[src/rtl/csc_channel_scheduler.sv]
// Round-robin sharing of one in-order datapath between sample channels,
// with result routing by tag and drain-before-commit parameter gating.
module csc_channel_scheduler #(
    parameter int VOL_MSB      = 14,
    parameter int NUM_CH       = 4,
    parameter int CH_W         = 2,
    parameter int MAX_INFLIGHT = 4
) (
    input  logic                         aclk,
    input  logic                         aresetn,
    input  logic [NUM_CH*(VOL_MSB+1)-1:0] ch_data,
    input  logic [NUM_CH-1:0]            ch_en,
    input  logic [NUM_CH-1:0]            ovf_clr,
    output logic [NUM_CH-1:0]            ch_ovf,
    output logic [VOL_MSB:0]             dp_data,
    output logic                         dp_data_en,
    input  logic [VOL_MSB:0]             dp_result,
    input  logic                         dp_result_en,
    output logic [VOL_MSB:0]             out_data,
    output logic                         out_en,
    output logic [CH_W-1:0]              out_ch,
    input  logic                         param_en_in,
    output logic                         dp_param_en,
    output logic                         busy,
    output logic                         err_unexpected
);

    localparam int DW = VOL_MSB + 1;
    localparam int PW = $clog2(MAX_INFLIGHT);
    localparam logic [PW:0] MAX_CNT = (PW+1)'(MAX_INFLIGHT);

    typedef enum logic [1:0] {
        RUN,
        DRAIN,
        COMMIT
    } state_t;

    state_t state, state_nxt;

    logic [DW-1:0]     hold [NUM_CH];
    logic [NUM_CH-1:0] pend;
    logic [CH_W-1:0]   rr_ptr;
    logic [CH_W-1:0]   tag_mem [MAX_INFLIGHT];
    logic [PW-1:0]     wr_ptr;
    logic [PW-1:0]     rd_ptr;
    logic [PW:0]       inflight;
    logic              param_req;

    logic              gnt_vld;
    logic [CH_W-1:0]   gnt_ch;
    logic [CH_W-1:0]   cand;
    logic              can_issue;
    logic              push;
    logic              pop;
    logic [NUM_CH-1:0] issue_oh;
    logic [NUM_CH-1:0] ovf_set;

    function automatic logic [CH_W-1:0] wrap(input int v);
        return (v >= NUM_CH) ? CH_W'(v - NUM_CH) : CH_W'(v);
    endfunction

    // First pending channel at or after the RR pointer, wrapping
    always_comb begin
        gnt_vld = 1'b0;
        gnt_ch  = '0;
        cand    = '0;
        for (int k = 0; k < NUM_CH; k++) begin
            cand = wrap(int'(rr_ptr) + k);
            if (!gnt_vld && pend[cand]) begin
                gnt_vld = 1'b1;
                gnt_ch  = cand;
            end
        end
    end

    assign can_issue = (state == RUN) && !param_req && (inflight < MAX_CNT);
    assign push      = can_issue && gnt_vld;
    assign pop       = dp_result_en && (inflight != '0);
    assign issue_oh  = push ? (NUM_CH'(1) << gnt_ch) : '0;
    assign ovf_set   = ch_en & pend & ~issue_oh;

    always_comb begin
        state_nxt   = state;
        dp_param_en = 1'b0;
        busy        = 1'b1;
        unique case (state)
            RUN: begin
                busy = 1'b0;
                if (param_req) state_nxt = DRAIN;
            end
            DRAIN: begin
                if (inflight == '0 && !dp_data_en) state_nxt = COMMIT;
            end
            COMMIT: begin
                dp_param_en = 1'b1;
                state_nxt   = RUN;
            end
            default: state_nxt = RUN;
        endcase
    end

    always_ff @(posedge aclk or negedge aresetn) begin
        if (!aresetn) begin
            state     <= RUN;
            param_req <= 1'b0;
        end else begin
            state     <= state_nxt;
            param_req <= param_en_in | (param_req && state != COMMIT);
        end
    end

    // A same-cycle grant issues the old value, so it is not an overflow
    always_ff @(posedge aclk or negedge aresetn) begin
        if (!aresetn) begin
            pend   <= '0;
            ch_ovf <= '0;
            for (int i = 0; i < NUM_CH; i++) hold[i] <= '0;
        end else begin
            pend   <= (pend & ~issue_oh) | ch_en;
            ch_ovf <= (ch_ovf & ~ovf_clr) | ovf_set;
            for (int i = 0; i < NUM_CH; i++) begin
                if (ch_en[i]) hold[i] <= ch_data[i*DW +: DW];
            end
        end
    end

    always_ff @(posedge aclk or negedge aresetn) begin
        if (!aresetn) begin
            dp_data    <= '0;
            dp_data_en <= 1'b0;
            rr_ptr     <= '0;
        end else begin
            dp_data_en <= push;
            if (push) begin
                dp_data <= hold[gnt_ch];
                rr_ptr  <= wrap(int'(gnt_ch) + 1);
            end
        end
    end

    always_ff @(posedge aclk) begin
        if (push) tag_mem[wr_ptr] <= gnt_ch;
    end

    always_ff @(posedge aclk or negedge aresetn) begin
        if (!aresetn) begin
            wr_ptr   <= '0;
            rd_ptr   <= '0;
            inflight <= '0;
        end else begin
            if (push) wr_ptr <= wr_ptr + PW'(1);
            if (pop)  rd_ptr <= rd_ptr + PW'(1);
            unique case ({push, pop})
                2'b10:   inflight <= inflight + (PW+1)'(1);
                2'b01:   inflight <= inflight - (PW+1)'(1);
                default: inflight <= inflight;
            endcase
        end
    end

    always_ff @(posedge aclk or negedge aresetn) begin
        if (!aresetn) begin
            out_data       <= '0;
            out_en         <= 1'b0;
            out_ch         <= '0;
            err_unexpected <= 1'b0;
        end else begin
            out_en <= pop;
            if (pop) begin
                out_data <= dp_result;
                out_ch   <= tag_mem[rd_ptr];
            end
            if (dp_result_en && inflight == '0) err_unexpected <= 1'b1;
        end
    end

endmodule
[config.mk]
export PLATFORM = sky130hd
export DESIGN_NAME = csc_channel_scheduler
export DESIGN_NICKNAME = d
export VERILOG_FILES = /design/src/rtl/csc_channel_scheduler.sv
export SDC_FILE = /design/constraint.sdc
export NUM_CORES = 1
export LEC_CHECK = 0
export BUFFER_PORTS_ARGS = -buffer_cell sky130_fd_sc_hd__buf_2
export CAP_MARGIN = 10
export CORE_ASPECT_RATIO = 1.1
export CORE_MARGIN = 1
export CORE_UTILIZATION = 40
export DETAILED_ROUTE_END_ITERATION = 10
export PLACE_DENSITY_LB_ADDON = 0.08
export REMOVE_ABC_BUFFERS = 1
export SKIP_LAST_GASP = 1
export SLEW_MARGIN = 15
export SYNTH_ARGS = -nofsm -noshare
export SYNTH_HDL_FRONTEND = slang
export SYNTH_SLANG_ARGS = --single-unit
[constraint.sdc]
create_clock -name aclk -period 3.2 [get_ports aclk]
set_clock_uncertainty 0.2 [all_clocks]
set_input_delay 0.64 -clock aclk [delete_from_list [all_inputs] [get_ports aclk]]
set_output_delay 0.64 -clock aclk [all_outputs]
set_load 0.02 [all_outputs]
==> results of run 1 <==
## how the worst max path moves through the flow
| stage | startpoint | endpoint | slack [ns] | cells past startpoint |
|---|---|---|---|---|
| 2_1_floorplan | pend[3] | inflight[2] | 0.24 | 7 |
| 3_3_place_gp | rr_ptr[1] | dp_data[7] | 0.71 | 6 |
| 3_5_place_dp | rr_ptr[1] | dp_data[1] | 0.64 | 6 |
| 4_1_cts | rr_ptr[1] | dp_data[10] | 0.61 | 6 |
| 5_1_grt | rr_ptr[1] | dp_data[5] | 0.44 | 6 |
| 6_report | rr_ptr[1] | dp_data[10] | 0.63 | 6 |
## Yosys cell counts, types with 3 or more instances
| master | instances |
|---|---|
| a21boi_0 | 3 |
| clkbuf_1 | 8 |
| ha_1 | 9 |
| mux2i_1 | 30 |
| inv_1 | 15 |
| a21oi_1 | 3 |
| mux2_2 | 62 |
| nor2_1 | 6 |
| o21ai_1 | 15 |
| xnor2_1 | 4 |
| a2bb2oi_1 | 15 |
| buf_2 | 4 |
| edfxtp_1 | 8 |
| nand2_1 | 57 |
| buf_1 | 3 |
| or2_2 | 5 |
| dfrtp_1 | 115 |
| o21ai_0 | 6 |
| and2_1 | 4 |
## metal layers
layer  wire length [um]  GRT usage  vias up  share of wire
li1                   -          -     1671              -
met1               4930      0.216     1709           0.43
met2               5590      0.306       93           0.49
met3                716     0.0613       18          0.062
met4                213     0.0825        2          0.019
met5                 13          0        -         0.0011
## power by group
part	internal, mW	switching (mW)
Sequential	1.89	0.212
Clock	1.22	0.653
Combinational	0.616	0.765
Total	3.73	1.63
## cell families after synthesis
| logic type | synth area share |
|---|---|
| and+or+nand+nor | 0.0670 |
| DFF | 0.586 |
| adders and majority gates | 0.0249 |
| xor gates and xnor gates | 0.00988 |
| muxes | 0.199 |
| buffers and inverters | 0.0362 |
| AOI/OAI and AO/OA | 0.0769 |
## area by class of cell
class	count	area share
Multi-Input combinational cell	244	0.303
Sequential cell	123	0.467
Clock buffer	25	0.0742
Clock inverter	7	0.0129
Inverter	17	0.00955
Timing Repair Buffer	133	0.104
Tap cell	157	0.0294
Antenna cell	1	0.000375
## layout by cell type, fill, tap and decap left out, types with 2 or more instances in the layout
cell type	synthesis	final
a21boi_0	3	3
xor2_1	2	2
nor2_1	6	6
buf_4	2	6
and2_1	4	4
clkbuf_16	0	17
inv_2	2	2
a2bb2oi_1	15	15
xnor2_1	4	4
nand2_1	57	57
clkinv_2	0	4
edfxtp_1	8	8
or2_2	5	5
dfrtp_1	115	115
bufinv_16	0	2
o21ai_1	15	15
buf_2	4	126
a21oi_1	3	3
o21ai_0	6	6
clkbuf_1	8	4
mux4_2	2	2
mux2_2	62	62
inv_1	15	15
ha_1	9	9
clkbuf_8	0	4
mux2i_1	30	30
a21o_1	2	2
## state kept, by name, summed over array words and instances, names as in the netlist, 2 cells and up
name      flops
dp_data      15
tag_mem       8
hold         60
ch_ovf        4
rr_ptr        2
state         2
pend          4
rd_ptr        2
inflight      3
wr_ptr        2
out_data     15
out_ch        2
## through the flow
step           cells  power [mW]  utilization
2_1_floorplan    384        3.04            -
3_3_place_gp     674        3.50        0.476
3_5_place_dp     674        3.53        0.476
4_1_cts          706        5.43        0.521
5_1_grt          706        5.66        0.521
6_report         707        5.36        0.522
==> reports/results.txt, run 1 <==
Outcome = finished, violations left
Failing checks = DRC
Post-synth EDFFs = 8
H-tree levels = 4
Largest area contributor in the netlist = dfrtp_1
GRT overflow = 0
Cell area after synthesis = 5320 sq um
Initial antenna violation count = 2
Area share of the largest cell type after synthesis = 0.541
Clk Latency, worst-skew pair = 0.41 ns
Worst setup path class = register to register
Final hold violations = 0
Worst Path Required = 3.26 ns
Largest cells by area after synthesis = dfrtp_1 (54%), mux2_2 (13%), mux2i_1 (5.6%), edfxtp_1 (4.5%), nand2_1 (4.0%)
Crit-path cells = mux2_4 -> o221ai_4 -> buf_4 -> mux2i_1 -> a2bb2oi_1 -> o21ai_1
Critical Path Max Stage Delay = 0.56 ns
Post-CTS resize count = 0
Crit path arrival time = 2.63 ns
FF+latch area = 3120 sq um
Reg2reg start = rr_ptr[1]
Crit-path max FO = 18
Clock transition at path regs = 0.05 ns
Synthesized flop and latch total = 123
Post-place setup slack = 0.638 ns
Total track usage = 0.183
# IOs = 128
Max Cap Viol = 0
CP endpoint kind = register
Root buf cell = clkbuf_16
Worst min path class = input pin to asynchronous set/reset pin
DRC viols = 16
CTS hold repair buffers = 0
Die area = 13800 sq um
Synth async-reset ratio = 0.935
CTS Sinks = 123
Slew at the pin with the worst max-slew slack = 0.972 ns
Setup WS post-layout = 0.628 ns
Slew margin rel. = 0.352
R2R depth = 6
CTS tree = done
Maximum clock rate = 389 MHz
Worst Hold Slack = 0.0930 ns
Post-layout min period = 2.57 ns
Final slew viol count = 0
CTS Buffer Depth = 2
Final RePlAce weighted congestion = 0.695
RSZ-0062 raised after global routing = false
Post-DR wirelength/cell = 16.2 um
Pre-antenna DRT Iters = 7
Pwr Density = 803 nW/um^2
Endpoints failing setup = 0
Fraction of layout cells with a size suffix above 1 = 0.437
Synth Warn # = 0
Placed cell areas = 6090 sq um
Worst Path Buf+Inv = 1
Routed Antenna Nets = 0
IO buf count = 127
Setup TNS = 0 ns
Cell count after synthesis = 405
Post-route cell area = 6680 sq um
Slowest cell on crit path = dfrtp_1
Reg2reg end = dp_data[10]
Final WL = 11500 um
DR iter-0 viols = 93
First-pass GRT wire length = 18700 um
Critical path launch point type = register
Rows = 43
Nets = 633
DR vias = 3493
Post-CTS Setup Bufs = 0
Post-synthesis sequential area ratio = 0.586
Vias in the first global route = 3679
Synth Flop Type = dfrtp_1
Num CTS Buffers = 17
Critical path's top delay family = compound AO/OA/AOI/OAI gates
Netlist cell types = 45
Leakage power total = 3.36 nW
Starting Density = 0.415
Worst VDD drop = 0.328 mV
Die span in x = 112 um
Post-DP HPWL = 7710 um
Area grow syn2layout = 25.5%
Vias per inst = 4.94
Height of the die = 123 um
Synthesized area per cell = 13.1 sq um
Multi-input gate area = 2020 sq um
Period utilization = 0.804
FILL cells = 1173
Worst reg-to-reg setup slack = 0.63 ns
CORE AREA = 12800 sq um
Largest net degree at the start of global routing = 58
(Power assumes the default switching activity.)
==> run 2, diff against run 1 <==
==> constraint.sdc (replaced) <==
create_clock -name aclk -period 2.2 [get_ports aclk]
set_clock_uncertainty 0.2 [all_clocks]
set_input_delay 0.44 -clock aclk [delete_from_list [all_inputs] [get_ports aclk]]
set_output_delay 0.44 -clock aclk [all_outputs]
set_load 0.02 [all_outputs]
==> run 2 against run 1 <==
The flow still finishes with violations (DRC). Total power grew 46%. Combinational power increased by 62%. Register-to-register slack lost 0.59 ns. Via count grew 3.3%. Critical path depth increased by 1. Final area rose by 3.4%. Highest routed layer is now met4.
==> reports/results.txt, run 2 (synthesis gave the netlist of run 1 again) <==
Biggest regs = hold: 60 flops, dp_data: 15 flops, out_data: 15 flops
Switch share = 0.308 (+0.00344)
Routed Antenna Nets = 0 (unchanged)
Die area = 13800 sq um (unchanged)
Outcome = finished, violations left
Nets = 661 (+4.4%)
Most common cell after layout, fill and taps aside = buf_2
Failing checks = DRC
Clk Latency, worst-skew pair = 0.41 ns (about the same)
Crit path arrival time = 2.30 ns (-0.33 ns)
Switching Power = 2.41 mW (+48%)
Placed cell count = 690 (+2.4%)
Setup crit start = pend[0]
Most frequent cells in the layout = buf_2 (126), dfrtp_1 (113), mux2_2 (62)
CTS Buffer Depth = 2 (unchanged)
IO buf count = 127 (unchanged)
First-pass GRT wire length = 19300 um (+2.9%)
Pwr Density = 1140 nW/um^2 (+42%)
Diodes inserted = 0 (-1)
Vias per inst = 4.92 (-0.48%)
DRC viols = 7 (-9)
GRT overflow = 0 (unchanged)
Largest net degree at the start of global routing = 38 (-34%)
Slew margin rel. = 0.649 (+0.297)
Comb power frac = 0.285 (+0.027)
Clock share of power = 0.324 (-0.026)
Max Cap Viol = 0 (unchanged)
Largest register FFs = 60 (unchanged)
Biggest register = hold
Worst VDD drop = 0.650 mV (+98%)
Rows = 43 (unchanged)
Period utilization = 0.984 (+0.180)
Worst min path class = input pin to register
Final Instance Count excl. Fillers = 734 (+3.8%)
Total track usage = 0.187 (+0.00415)
Placed cell areas = 6230 sq um (+2.2%)
Critical path launch point type = register
Post-route cell area = 6900 sq um (+3.4%)
Finished Core Util = 0.539 (+0.0175)
Area grow syn2layout = 29.8%
Final WL = 11800 um (+2.7%)
Reg2reg start = pend[0]
Sequential share of power = 0.391 (about the same)
Post-DP HPWL = 8290 um (+7.5%)
CORE AREA = 12800 sq um (unchanged)
Worst setup path class = register to register
Fraction of layout cells with a size suffix above 1 = 0.459 (+0.0221)
Final slew viol count = 0 (unchanged)
Initial antenna violation count = 0 (-2)
H-tree levels = 4 (unchanged)
Maximum clock rate = 462 MHz (+19%)
Worst Setup EP = inflight[2]
Worst reg-to-reg setup slack = 0.04 ns (-0.59 ns)
# IOs = 128 (unchanged)
Num CTS Buffers = 17 (unchanged)
Clock transition at path regs = 0.05 ns (about the same)
Root buf cell = clkbuf_16
Leakage power total = 3.47 nW (+3.1%)
Endpoints failing setup = 0 (unchanged)
Post-layout min period = 2.16 ns (-0.407 ns)
CP endpoint kind = register
CTS Sinks = 123 (unchanged)
Reg2reg end = inflight[2]
R2R depth = 7 (+1)
Final hold violations = 0 (unchanged)
Height of the die = 123 um (unchanged)
Int Pwr = 5.43 mW (+46%)
Post-DR wirelength/cell = 16.0 um (-1.1%)
Pre-antenna DRT Iters = 9 (+2)
RSZ-0062 raised after global routing = true
CTS tree = done
DR iter-0 viols = 154 (+66%)
Die span in x = 112 um (unchanged)
FILL cells = 1147 (-2.2%)
Vias in the first global route = 3696 (+0.46%)
WHS Path Cells = 3
Starting Density = 0.415 (unchanged)
Worst Path Required = 2.33 ns (-0.93 ns)
DR vias = 3609 (+3.3%)
Final RePlAce weighted congestion = 0.748 (+7.5%)
Slew at the pin with the worst max-slew slack = 0.527 ns (-0.445 ns)
Crit-path max FO = 4 (-14)
## run 2: cell count changes in the layout (fill, tap and decap cells not counted), sizes merged
cell	change
clkinv	+8
buf	+24
diode	-1
dlygate4sd3	+4
clkbuf	-7
inv	-1
## run 2: repair_timing
| action | 4_1_cts | 5_1_grt |
|---|---|---|
| pin swaps | 0 | 7 |
| setup buffers | 0 | 8 |
| cloned | 0 | 0 |
| setup endpoints to repair | 15 | 21 |
| hold buffers | 4 | 0 |
| gates resized for setup | 2 | 12 |
| endpoints found under the hold margin | 37 | 0 |
## run 2: final cells by class
| class | instances | area [sq um] | share of cell area |
|---|---|---|---|
| Sequential cell | 123 | 3120 | 0.452 |
| Timing Repair Buffer | 161 | 951 | 0.138 |
| Clock buffer | 18 | 429 | 0.0622 |
| Inverter | 17 | 66.3 | 0.00961 |
| Tap cell | 157 | 196 | 0.0285 |
| Multi-Input combinational cell | 244 | 2030 | 0.294 |
| Clock inverter | 14 | 110 | 0.0160 |
## run 2: power groups by stage
stage | clock network [mW] | logic, mW | registers [mW]
detailed placement | 0 | 2.16 | 3.11
global placement | 0 | 2.13 | 3.09
global route | 2.70 | 2.46 | 3.13
finish | 2.54 | 2.23 | 3.07
floorplan | 0 | 1.06 | 3.36
CTS | 2.60 | 2.18 | 3.07
## run 2: worst max-delay path: stages, from the launching register on
cell,delay [ns]
dfrtp_2,0.43
o41ai_4,0.41
ha_2,0.25
inv_1,0.05
fa_2,0.33
xor2_1,0.14
nor2_1,0.12
xor2_1,0.15
## run 2: metal layers
metal	vias up	GRT usage	wire length [um]
met5	-	0	0
met4	0	0.0808	244
met3	19	0.0681	746
met2	94	0.302	5710
met1	1776	0.227	5070
li1	1720	-	-
## run 2: worst min-delay path by stage
stage | startpoint | end | slack [ns]
after floorplan | aresetn | ch_ovf[0] | -0.06
after global placement | err_unexpected | err_unexpected | 0.24
after detailed placement | aresetn | inflight[0] | 0.25
after CTS | ovf_clr[0] | ch_ovf[0] | 0.004
after global routing | dp_result[14] | out_data[14] | 0.01
final | dp_result[11] | out_data[11] | 0.02
## run 2: stage by stage
step / setup TNS [ns] / setup WS [ns] / total power [mW] / hold WS (ns)
floorplan: -15.15 / -0.760 / 4.42 / -0.0556
global placement: -0.0277 / -0.0277 / 5.22 / 0.238
detailed placement: -0.702 / -0.0629 / 5.26 / 0.251
CTS: -0.0115 / -0.0115 / 7.85 / 0.00406
global route: -0.134 / -0.131 / 8.29 / 0.0120
finish: 0 / 0.0357 / 7.84 / 0.0152
==> run 3, diff against run 2 <==
--- a/config.mk
+++ b/config.mk
@@ -8,7 +8,7 @@
 export BUFFER_PORTS_ARGS = -buffer_cell sky130_fd_sc_hd__buf_2
 export CAP_MARGIN = 10
 export CORE_ASPECT_RATIO = 1.1
-export CORE_MARGIN = 1
+export CORE_MARGIN = 10
 export CORE_UTILIZATION = 40
 export DETAILED_ROUTE_END_ITERATION = 10
 export PLACE_DENSITY_LB_ADDON = 0.08
==> run 3 against run 2 <==
The run now ends clean. Worst setup slack got worse by 0.029 ns. Sequential cell count unchanged. Total power increased by 2.9%. Combinational power increased by 5%. Worst hold slack improved by 0.0047 ns. Utilization decreased by 0.18 points. Sequential power about the same. Fmax decreased by 1.3%. Sequential share of layout area decreased by 0.86 points. Final cell count increased by 1.6%. Die area increased by 33%. Critical path depth increased by 2. Critical path type unchanged. Highest routed layer is now met5.
==> reports/results.txt, run 3 (synthesis gave the netlist of run 1 again) <==
Outcome = finished, final reports clean
Worst Hold Slack = 0.0199 ns (+0.00467 ns)
RSZ-0062 raised after global routing = true
Placed cell count = 690 (unchanged)
Reg2reg end = pend[3]
Pre-antenna DRT Iters = 4 (-5)
Final hold violations = 0 (unchanged)
Reg2reg start = pend[0]
Die area = 18300 sq um (+33%)
Final slew viol count = 0 (unchanged)
Rows = 44 (+2.3%)
Pwr Density = 1150 nW/um^2 (+0.92%)
Total track usage = 0.147 (-0.0400)
Routed Antenna Nets = 0 (unchanged)
Power, Total = 8.07 mW (+2.9%)
Post-place setup slack = -0.0579 ns (+0.00495 ns)
Nets = 669 (+1.2%)
Crit path arrival time = 2.29 ns (about the same)
Slew at the pin with the worst max-slew slack = 0.520 ns (-0.00655 ns)
Biggest regs = hold: 60 flops, dp_data: 15 flops, out_data: 15 flops
Worst Setup EP = pend[3]
Critical path launch point type = register
Post-layout min period = 2.19 ns (+0.0292 ns)
Most common cell after layout, fill and taps aside = buf_2
CP endpoint kind = register
Period utilization = 0.997 (+0.0133)
Num CTS Buffers = 17 (unchanged)
IO buf count = 127 (unchanged)
CTS Buffer Depth = 2 (unchanged)
Maximum clock rate = 456 MHz (-1.3%)
WHS Path Cells = 3 (unchanged)
DR vias = 3657 (+1.3%)
Crit-path max FO = 4 (unchanged)
Endpoints failing setup = 0 (unchanged)
CTS Sinks = 123 (unchanged)
Post-DR wirelength/cell = 17.4 um (+8.6%)
Vias in the first global route = 4038 (+9.3%)
Final Instance Count excl. Fillers = 746 (+1.6%)
Biggest register = hold
Worst reg-to-reg setup slack = 0.007 ns (-0.03 ns)
CORE AREA = 13100 sq um (+2.3%)
Largest net degree at the start of global routing = 47 (+24%)
Final RePlAce weighted congestion = 0.749 (+0.19%)
GRT overflow = 0 (unchanged)
Worst setup path class = register to register
# IOs = 128 (unchanged)
Fraction of layout cells with a size suffix above 1 = 0.465 (+0.00569)
R2R depth = 9 (+2)
Worst min path class = input pin to register
Vias per inst = 4.90 (-0.30%)
Clock transition at path regs = 0.05 ns (about the same)
Final WL = 13000 um (+10%)
Diodes inserted = 0 (unchanged)
Max Cap Viol = 0 (unchanged)
Height of the die = 141 um (+15%)
Leakage power total = 3.54 nW (+2.0%)
Die span in x = 130 um (+16%)
Clk Latency, worst-skew pair = 0.41 ns (about the same)
Initial antenna violation count = 1 (+1)
Setup crit start = pend[0]
Root buf cell = clkbuf_16
Slew margin rel. = 0.653 (+0.00437)
DRC viols = 0 (-7)
Setup WS post-layout = 0.00650 ns (-0.0292 ns)
Worst Path Required = 2.30 ns (-0.03 ns)
CTS tree = done
Worst VDD drop = 0.598 mV (-8.0%)
Starting Density = 0.406 (-0.00944)
Area grow syn2layout = 32.3%
DR iter-0 viols = 111 (-28%)
First-pass GRT wire length = 20900 um (+8.3%)
Post-DP HPWL = 9010 um (+8.7%)
Most frequent cells in the layout = buf_2 (126), dfrtp_1 (112), mux2_2 (62)
Largest register FFs = 60 (unchanged)
H-tree levels = 4 (unchanged)
run 3: what timing repair did:
action,CTS,global route
cloned,0,2
gates resized for setup,4,6
hold endpoints to repair,37,0
endpoints found under the setup margin,15,18
pin swaps,0,5
hold buffers,9,0
setup buffers,0,13
run 3: cell type report:
class	instances	area, sq um
Multi-Input combinational cell	244	2030
Fill cell	1173	6060
Inverter	17	66.3
Sequential cell	123	3120
Tap cell	161	201
Clock buffer	24	472
Clock inverter	8	92.6
Timing Repair Buffer	169	1060
run 3: worst max-delay path: stages (launching register included):
cell and delay (ns):
dfrtp_2 0.42, buf_4 0.15, buf_4 0.13, a21o_1 0.16, a21oi_2 0.19, o22ai_2 0.13, inv_1 0.14, ha_1 0.18
a21boi_0 0.10, or2_2 0.28
run 3: through the flow:
stage,cell area (sq um),setup TNS [ns],util
after floorplan,5190,-15.15,-
after global placement,6210,0,0.474
after detailed placement,6210,-0.607,0.474
after CTS,6880,-0.000562,0.525
after global routing,7040,-0.748,0.537
final,7040,0,0.537
run 3: power by group:
part           internal, mW  switching (mW)
combinational          1.12            1.23
sequential             2.75           0.299
clock                  1.71           0.953
total                  5.59            2.48
run 3: worst min-delay path by stage:
stage	from	to	slack (ns)
global placement	aresetn	inflight[0]	0.22
floorplan	aresetn	ch_ovf[0]	-0.06
detailed placement	aresetn	inflight[0]	0.22
CTS	dp_result[14]	out_data[14]	0.002
finish	dp_result[6]	out_data[6]	0.02
global route	param_en_in	param_req	0.02
run 3: per-layer routing:
metal | global-route usage | vias to the layer above | share of wire
met5 | 0 | - | 0.0014
met2 | 0.236 | 92 | 0.48
met1 | 0.174 | 1800 | 0.44
met4 | 0.0586 | 2 | 0.016
met3 | 0.0555 | 18 | 0.063
li1 | - | 1745 | -
